File: src/rtl/kv_pkg.sv
// Shared definitions for the KV-cache scan/append scheduler: FSM encoding and
// address-width helper.
package kv_pkg;

    typedef enum logic [1:0] {
        ST_IDLE  = 2'd0,
        ST_SCAN  = 2'd1,
        ST_DRAIN = 2'd2
    } kv_state_e;

    // Address width for a DEPTH-entry cache; never narrower than one bit.
    function automatic int kv_addr_width(input int depth);
        return (depth <= 2) ? 1 : $clog2(depth);
    endfunction

endpackage

File: src/rtl/kv_cache_sched.sv
// KV-cache scheduler: appends tokens at the tail of a circular buffer and
// streams a snapshot of the cached entries oldest-first on request.
// Optional macro KV_SCHED_RING_EN enables sliding-window (overwrite-oldest) mode.
module kv_cache_sched
    import kv_pkg::*;
#(
    parameter int DATA_WIDTH = 16,
    parameter int DEPTH      = 256,
    localparam int AW        = kv_addr_width(DEPTH)
) (
    input  logic                  clk,
    input  logic                  rst_n,

    input  logic                  app_valid,
    output logic                  app_ready,
    input  logic [DATA_WIDTH-1:0] app_k,
    input  logic [DATA_WIDTH-1:0] app_v,

    input  logic                  clear,

    input  logic                  scan_start,
    output logic                  scan_ready,
    output logic                  scan_done,

    output logic                  out_valid,
    output logic                  out_last,
    output logic [DATA_WIDTH-1:0] out_k,
    output logic [DATA_WIDTH-1:0] out_v,
    output logic [AW-1:0]         out_idx,

    output logic [AW:0]           count,

    output logic                  kv_wr_en,
    output logic [AW-1:0]         kv_wr_addr,
    output logic [DATA_WIDTH-1:0] kv_k_wr,
    output logic [DATA_WIDTH-1:0] kv_v_wr,

    output logic                  kv_rd_en,
    output logic [AW-1:0]         kv_rd_addr,
    input  logic [DATA_WIDTH-1:0] kv_k_rd,
    input  logic [DATA_WIDTH-1:0] kv_v_rd
);

    localparam logic [AW-1:0] LAST_ADDR = AW'(DEPTH - 1);
    localparam logic [AW:0]   FULL_CNT  = (AW + 1)'(DEPTH);

    kv_state_e       state_q,     state_d;
    logic [AW-1:0]   head_q,      head_d;
    logic [AW-1:0]   tail_q,      tail_d;
    logic [AW:0]     count_q,     count_d;
    logic [AW-1:0]   rd_ptr_q,    rd_ptr_d;
    logic [AW:0]     rd_cnt_q,    rd_cnt_d;
    logic [AW:0]     snap_n_q,    snap_n_d;
    logic            out_valid_q, out_valid_d;
    logic            out_last_q,  out_last_d;
    logic [AW-1:0]   out_idx_q,   out_idx_d;
    logic            scan_done_q, scan_done_d;

    logic full;
    logic app_acc;
    logic scan_acc;
    logic rd_last;

    function automatic logic [AW-1:0] next_ptr(input logic [AW-1:0] p);
        return (p == LAST_ADDR) ? '0 : p + 1'b1;
    endfunction

    assign full       = (count_q == FULL_CNT);
    assign scan_ready = (state_q == ST_IDLE);
    assign scan_acc   = scan_start && scan_ready;

`ifdef KV_SCHED_RING_EN
    // Overwriting is allowed except while a scan could still read the oldest slot.
    assign app_ready = !clear && !((state_q != ST_IDLE) && full);
`else
    assign app_ready = !clear && !full;
`endif

    assign app_acc    = app_valid && app_ready;
    assign kv_wr_en   = app_acc;
    assign kv_wr_addr = tail_q;
    assign kv_k_wr    = app_k;
    assign kv_v_wr    = app_v;

    assign kv_rd_en   = (state_q == ST_SCAN);
    assign kv_rd_addr = rd_ptr_q;
    assign rd_last    = kv_rd_en && (rd_cnt_q == snap_n_q - 1'b1);

    assign out_valid  = out_valid_q;
    assign out_last   = out_last_q;
    assign out_idx    = out_idx_q;
    assign out_k      = kv_k_rd;
    assign out_v      = kv_v_rd;
    assign scan_done  = scan_done_q;
    assign count      = count_q;

    always_comb begin
        // NOTE: every next-state signal gets a default first so no path infers a latch.
        state_d  = state_q;
        head_d   = head_q;
        tail_d   = tail_q;
        count_d  = count_q;
        rd_ptr_d = rd_ptr_q;
        rd_cnt_d = rd_cnt_q;
        snap_n_d = snap_n_q;

        if (clear) begin
            head_d  = '0;
            tail_d  = '0;
            count_d = '0;
        end else if (app_acc) begin
            tail_d = next_ptr(tail_q);
`ifdef KV_SCHED_RING_EN
            if (full) head_d = next_ptr(head_q);
            else      count_d = count_q + 1'b1;
`else
            count_d = count_q + 1'b1;
`endif
        end

        case (state_q)
            ST_IDLE: begin
                // The snapshot uses pre-append count, so a same-cycle append is excluded.
                if (scan_acc && !clear && (count_q != '0)) begin
                    state_d  = ST_SCAN;
                    rd_ptr_d = head_q;
                    rd_cnt_d = '0;
                    snap_n_d = count_q;
                end
            end
            ST_SCAN: begin
                rd_ptr_d = next_ptr(rd_ptr_q);
                rd_cnt_d = rd_cnt_q + 1'b1;
                if (rd_last) state_d = ST_DRAIN;
            end
            default: state_d = ST_IDLE;
        endcase

        if (clear) state_d = ST_IDLE;
    end

    always_comb begin
        out_valid_d = kv_rd_en && !clear;
        out_last_d  = rd_last && !clear;
        out_idx_d   = kv_rd_en ? rd_cnt_q[AW-1:0] : out_idx_q;
        scan_done_d = (rd_last && !clear) || (scan_acc && ((count_q == '0) || clear));
    end

    // NOTE: sequential state uses non-blocking assignments so all registers update together.
    always_ff @(posedge clk) begin
        if (!rst_n) begin
            state_q     <= ST_IDLE;
            head_q      <= '0;
            tail_q      <= '0;
            count_q     <= '0;
            rd_ptr_q    <= '0;
            rd_cnt_q    <= '0;
            snap_n_q    <= '0;
            out_valid_q <= 1'b0;
            out_last_q  <= 1'b0;
            out_idx_q   <= '0;
            scan_done_q <= 1'b0;
        end else begin
            state_q     <= state_d;
            head_q      <= head_d;
            tail_q      <= tail_d;
            count_q     <= count_d;
            rd_ptr_q    <= rd_ptr_d;
            rd_cnt_q    <= rd_cnt_d;
            snap_n_q    <= snap_n_d;
            out_valid_q <= out_valid_d;
            out_last_q  <= out_last_d;
            out_idx_q   <= out_idx_d;
            scan_done_q <= scan_done_d;
        end
    end

endmodule

File: config.mk
export PLATFORM = sky130hd
export DESIGN_NAME = kv_cache_sched
export DESIGN_NICKNAME = d
export VERILOG_FILES = /design/src/rtl/kv_pkg.sv /design/src/rtl/kv_cache_sched.sv
export SDC_FILE = /design/constraint.sdc
export NUM_CORES = 1
export LEC_CHECK = 0
export CORE_UTILIZATION = 34
export CTS_CLUSTER_DIAMETER = 80
export CTS_CLUSTER_SIZE = 8
export DETAILED_ROUTE_END_ITERATION = 7
export GPL_TIMING_DRIVEN = 0
export PLACE_DENSITY = 0.8
export SYNTH_ARGS = -nofsm -noshare
export SYNTH_HDL_FRONTEND = slang
export SYNTH_SLANG_ARGS = --single-unit
File: constraint.sdc
create_clock -name clk -period 2.2 [get_ports clk]
set_input_delay 0.44 -clock clk [delete_from_list [all_inputs] [get_ports clk]]
set_output_delay 0.44 -clock clk [all_outputs]
set_load 0.05 [all_outputs]
==> flow_summary.toml, run 1 <==
[detailed_routing]
vias = 3095
drc = 18
viasPerCell = 4.96
drt_iter0_markers = 123
antenna_left = 0
wl_per_cell_um = 12.6
dr.pass1.iters = 8
wirelength_um = 7840

[synth]
synth.yosys.seq_area_share = 0.356
ys_types = 48
synth_nets = 470
ys_warn_count = 0
synthCells = 395
synth.avg_cell_area_um2 = 7.97
async_flop_share = 0
synthTopCellsByCount = "buf_4 (64), dfxtp_1 (56), nor2_1 (47)"
synth_top_area_cell = "dfxtp_1"
syn-cell-area_mm2 = 0.00315
synth_area_leaders = "dfxtp_1 (36%), buf_4 (15%), nor2_1 (5.6%)"
yosysMostFrequentCell = "buf_4"
synth_edf_count = 0
synth_top_area_frac = 0.356
ys_ff_latch = 56
synth_ff_type = "dfxtp_1"

[status]
violations = "DRC"
status = "finished, violations left"

[worst_setup_path]
r2r_slack_ns = 0.11
crit_slowest_cell = "clkdlybuf4s50_1"
end_kind = "primary output"
path_class = "flip-flop to primary output"
slowest_delay_ns = 0.87
critPathBufInv = 1
required_ns = 1.76
critPathTopFamily = "buffers and inverters"
cp-start-kind = "flip-flop"
critPathMaxFanout = 6
cp_cell_sequence = "clkdlybuf4s50_1"
arrival_ns = 1.70

[floorplanning]
core_mm2 = 0.00885
fp.dieW_um = 98.2
die_y_um = 98.2
ios = 173
rows = 34
die-area_mm2 = 0.00965
start_util = 0.356

[placed_design]
dp_cells = 610
place_hpwl_um = 5830
numPortBuffers = 107
gp_congestion = 0.832
placedInstanceArea_mm2 = 0.00438

[layout]
fin_area_mm2 = 0.00463
layout.nets = 590
syn_to_final_growth_pct = 47.2
drive_gt1_frac = 0.215
antennaDiodeCount = 0
finalNonFillerCells = 624

[global_routing]
grt_max_degree = 19
grt_pass1_vias = 2805
grt_usage = 0.154
grt_first_pass_wirelength_um = 12400
antenna_found_initial = 0
gr-total-overflow = 0

[clocking]
cts_buffers = 5
clock-root-buffer = "clkbuf_8"
clockBufferDepth = 2
clk_pin_slew_ns = 0.09
htree_levels = 2
ctsHoldBuffers = 0
cts.sinks = 56
cts_tree = "built"
clock_latency_ns = 0.31

[power_and_ir_drop]
ir_drop_v = 0.000388
p_leak_nw = 1.82
power_density_mw_per_mm2 = 479
p_int_mw = 1.57
netSwitchingFraction = 0.295
seqPwrFrac = 0.458
combPwrFrac = 0.236
power.net_switching_mw = 0.654
clkPwrFrac = 0.306

[timing]
slew_violations = 0
layout_min_cycle_time_ns = 2.14
fmax_mhz = 467
setup_viol = 0
finClkSkew_ns = 0.0102
setup_tns_ns = 0
tightestPinTransition_ns = 0.582
hold_ws_ns = 0.459
final-hold-violation-count = 0
min_period_over_period = 0.973
slew_headroom = 0.608

[flow_run]
maxCapViolations = 0

[min_path]
min_path_type = "flip-flop to flip-flop"
-- what timing repair did --
item | CTS | global route
pin swaps | 0 | 4
gates resized for setup | 21 | 14
endpoints found under the setup margin | 17 | 23
cloned | 0 | 0
setup buffers | 1 | 7
-- routing by layer --
layer / track usage / share of wire
met5: 0 / 0
met4: 0.0482 / 0.012
met3: 0.0301 / 0.070
met2: 0.281 / 0.49
met1: 0.181 / 0.43
-- stage by stage --
stage	util	power [mW]	setup WS (ns)
2_1_floorplan	-	1.41	0.00200
3_3_place_gp	0.495	1.55	-0.821
3_5_place_dp	0.495	1.55	-0.828
4_1_cts	0.513	2.23	-0.0625
5_1_grt	0.524	2.29	-0.00286
6_report	0.524	2.22	0.0599
-- sequential cells by signal (all words and copies together), names as in the netlist --
signal / count
kv_rd_addr: 8
kv_wr_addr: 8
out_valid: 1
snap_n_q: 9
count: 9
state_q: 2
scan_done: 1
rd_cnt_q: 9
out_last: 1
out_idx: 8
-- final timing paths --
path / end / depth (start not counted) / startpoint
hold / removal: out_idx[6] / 2 / out_idx[6]
setup reg to reg: state_q[0] / 6 / snap_n_q[0]
hold reg to reg: out_idx[6] / 2 / out_idx[6]
setup / recovery: count[8] / 1 / count[8]
-- final cells by class --
cell class,count,area [µm²]
Multi-Input combinational cell,248,1510
Tap cell,108,135
Timing Repair Buffer,115,1130
Buffer,80,571
Clock inverter,3,47.5
Sequential cell,56,1130
Inverter,9,33.8
Fill cell,797,4210
Clock buffer,5,68.8
-- power groups by stage --
stage	clock (mW)	combinational, mW	sequential (mW)
floorplan	0	0.358	1.05
global placement	0	0.505	1.04
CTS	0.696	0.513	1.02
detailed placement	0	0.509	1.04
finish	0.678	0.524	1.02
global route	0.731	0.542	1.02
-- kinds of logic (layout without fill, tap and decap cells) --
family                   Yosys count  in the layout  share of synthesized area
AO/OA/AOI/OAI                     74             74                      0.138
XOR/XNOR                          18             18                     0.0501
multiplexers                      10             10                     0.0318
buffers and inverters             91            212                      0.186
adder cells (fa/ha/maj)            6              6                     0.0238
AND/OR/NAND/NOR                  140            140                      0.214
flip-flops                        56             56                      0.356
-- layout by cell type (no fill, tap or decap), types with 5 or more instances in the layout --
master / netlist / layout
nand4_1: 6 / 6
ha_1: 6 / 5
nand2b_1: 5 / 5
xor2_1: 8 / 8
inv_1: 8 / 6
and3_1: 5 / 5
clkdlybuf4s50_1: 0 / 104
xnor2_1: 10 / 10
clkbuf_8: 0 / 5
clkbuf_1: 13 / 10
a31oi_1: 12 / 10
nor2_1: 47 / 46
buf_4: 64 / 72
nand2_1: 36 / 36
nand3_1: 13 / 13
a21oi_1: 29 / 28
mux2i_1: 10 / 10
o21ai_0: 14 / 14
dfxtp_1: 56 / 50
Power figures use the tool's default switching activity.
==> run 2, diff against run 1 <==
Settings changed: ABC_AREA from default to 1, PLACE_DENSITY 0.8 to 0.77.
==> flow_summary.toml, run 2 <==
[detailed_routing]
viasPerCell = 4.66
vias = 3503
wirelength_um = 9100
drt_iter0_markers = 170
dr.pass1.iters = 4
drc = 0
wl_per_cell_um = 12.1
antenna_left = 0

[worst_setup_path]
arrival_ns = 1.68
path_class = "flip-flop to primary output"
critPathMaxFanout = 10
worstReg2RegStart = "snap_n_q[0]"
cp-start-kind = "flip-flop"
end_kind = "primary output"
reg2regPathDepth = 12
reg2reg_to = "scan_done"
r2r_slack_ns = 0.43
critPathLaunch = "state_q[0]"
required_ns = 1.76

[synth]
synth.avg_cell_area_um2 = 7.29
synth_top_area_frac = 0.311
ys_types = 32
syn-cell-area_mm2 = 0.00360
synth_fa_ha_area_frac = 0.0209
async_flop_share = 0
synthTopCellsByCount = "nand2_1 (96), buf_4 (66), dfxtp_1 (56)"
ys_warn_count = 0
synth_xor_xnor_area_share = 0.0414
synth_nets = 569
yosysMostFrequentCell = "nand2_1"
synth_edf_count = 0
synth.yosys.seq_area_share = 0.311
synth_compound_area_frac = 0.121
synth_top_area_cell = "dfxtp_1"
synth_top_family_by_area = "simple AND/OR/NAND/NOR gates"
synthCells = 494
synthSimpleGateAreaFrac = 0.287
synth_mux_area_frac = 0
ys_ff_latch = 56
synth_ff_type = "dfxtp_1"
synth_area_leaders = "dfxtp_1 (31%), buf_4 (14%), nand2_1 (10%)"

[global_routing]
grt_first_pass_wirelength_um = 14800
antenna_found_initial = 0
grt_usage = 0.163
met2_usage = 0.289
grt_use_met1 = 0.193
busiest_layer = "met2"
grt_pass1_vias = 3167
gr-total-overflow = 0
grt_max_degree = 17
grtUsageMet3 = 0.0418

[clocking]
cts.sinks = 56
clock-root-buffer = "clkbuf_8"
clockBufferDepth = 2
ctsHoldBuffers = 0
clk_pin_slew_ns = 0.10
clock_latency_ns = 0.32
cts_tree = "built"
cts_buffers = 5
htree_levels = 2

[layout]
layout.nets = 689
layout_commonest_cell = "clkdlybuf4s50_1"
layout_common_cells = "clkdlybuf4s50_1 (102), nand2_1 (96), buf_4 (71), dfxtp_1 (52), inv_1 (44)"
drive_gt1_frac = 0.220
antennaDiodeCount = 0
utilization = 0.488
seq_area_mm2 = 0.00114
syn_to_final_growth_pct = 39.2
multi_input_area_mm2 = 0.00170
fin_area_mm2 = 0.00501
fill_cells = 1013

[placed_design]
gp_congestion = 0.848
place_ws_ns = -0.686
placedInstanceArea_mm2 = 0.00485
numPortBuffers = 108
place_hpwl_um = 6830

[flow_run]
maxCapViolations = 0

[timing]
fmax_mhz = 472
hold_ws_ns = 0.497
slew_headroom = 0.529
min_period_over_period = 0.963
final-hold-violation-count = 0
setup_viol = 0
layout_min_cycle_time_ns = 2.12
tightestPinTransition_ns = 0.706
finClkSkew_ns = 0.0125
slew_violations = 0
rsz0062_at_grt = "false"
worst_slack_ns = 0.0819

[status]
status = "completed"

[power_and_ir_drop]
ir_drop_v = 0.000254
p_leak_nw = 2.06
power_mw = 2.19
power_density_mw_per_mm2 = 438

[floorplanning]
rows = 37
ios = 173
core_mm2 = 0.0103
die_y_um = 105
fp.dieW_um = 105
start_util = 0.350
die-area_mm2 = 0.0110

[min_path]
whs_path_depth = 2
min_path_type = "flip-flop to flip-flop"
whs_endpoint = "snap_n_q[1]"
min_from = "snap_n_q[1]"
[run 2: cell count changes after synthesis, moves of 10 or more]
cell	delta
mux2i_1	-10
nand3_1	+19
nand2_1	+60
nand3_2	+16
inv_1	+36
o21ai_0	+12
a31oi_1	-12
a21oi_2	+10
[run 2: stage by stage]
stage / instances / setup TNS (ns)
2_1_floorplan: 494 / 0
3_3_place_gp: 738 / -1.27
3_5_place_dp: 738 / -1.29
4_1_cts: 747 / 0
5_1_grt: 751 / 0
6_report: 751 / 0
[run 2: kinds of logic after synthesis]
| kind of cell | after synthesis |
|---|---|
| XOR/XNOR | 17 |
| flip-flops | 56 |
| buffers and inverters | 128 |
| AO/OA/AOI/OAI | 78 |
| AND/OR/NAND/NOR | 209 |
| adder cells (fa/ha/maj) | 6 |
[run 2: area by class of cell]
cell class / instances / area share
tap: 136 / 0.0340
multi-input combinational: 310 / 0.339
timing repair buffer: 114 / 0.226
clock inverter: 1 / 0.00150
inverter: 48 / 0.0365
sequential: 56 / 0.227
clock buffer: 7 / 0.0172
buffer: 79 / 0.120
[run 2: worst max path at each step]
stage,slack (ns),to,cells after the start
global route,0.02,kv_rd_en,4
floorplan,0.1,kv_wr_en,6
global placement,-0.68,kv_wr_en,6
CTS,0.003,kv_wr_en,7
finish,0.08,kv_rd_en,4
detailed placement,-0.69,kv_wr_en,6
[run 2: worst max-delay path, stage by stage (launching register included)]
cell,delay (ns)
dfxtp_1,0.36
inv_1,0.08
nor2_4,0.20
clkbuf_2,0.31
clkdlybuf4s15_2,0.41
[run 2: timing repair]
action	in CTS	in global routing
endpoints found under the setup margin	3	5
resized for setup	18	12
setup buffers	1	5
pin swaps	0	2
cloned	0	0
[run 2: routing by layer]
| layer | part of all wire | up-vias |
|---|---|---|
| met4 | 0.011 | 0 |
| li1 | - | 1770 |
| met5 | 0 | - |
| met2 | 0.48 | 147 |
| met3 | 0.080 | 11 |
| met1 | 0.43 | 1575 |
[run 2: report_power, final]
group	total, mW	internal, mW	switching (mW)	leakage, nW
clock	0.610	0.257	0.353	0.0445
sequential	1.02	1.02	0.00593	0.455
combinational	0.563	0.215	0.348	1.56
==> run 3, diff against run 2 <==
Settings changed: SLEW_MARGIN from default to 30.
==> results of run 3 <==
No change in the layout: final DEF, timing and power equal those of run 2.
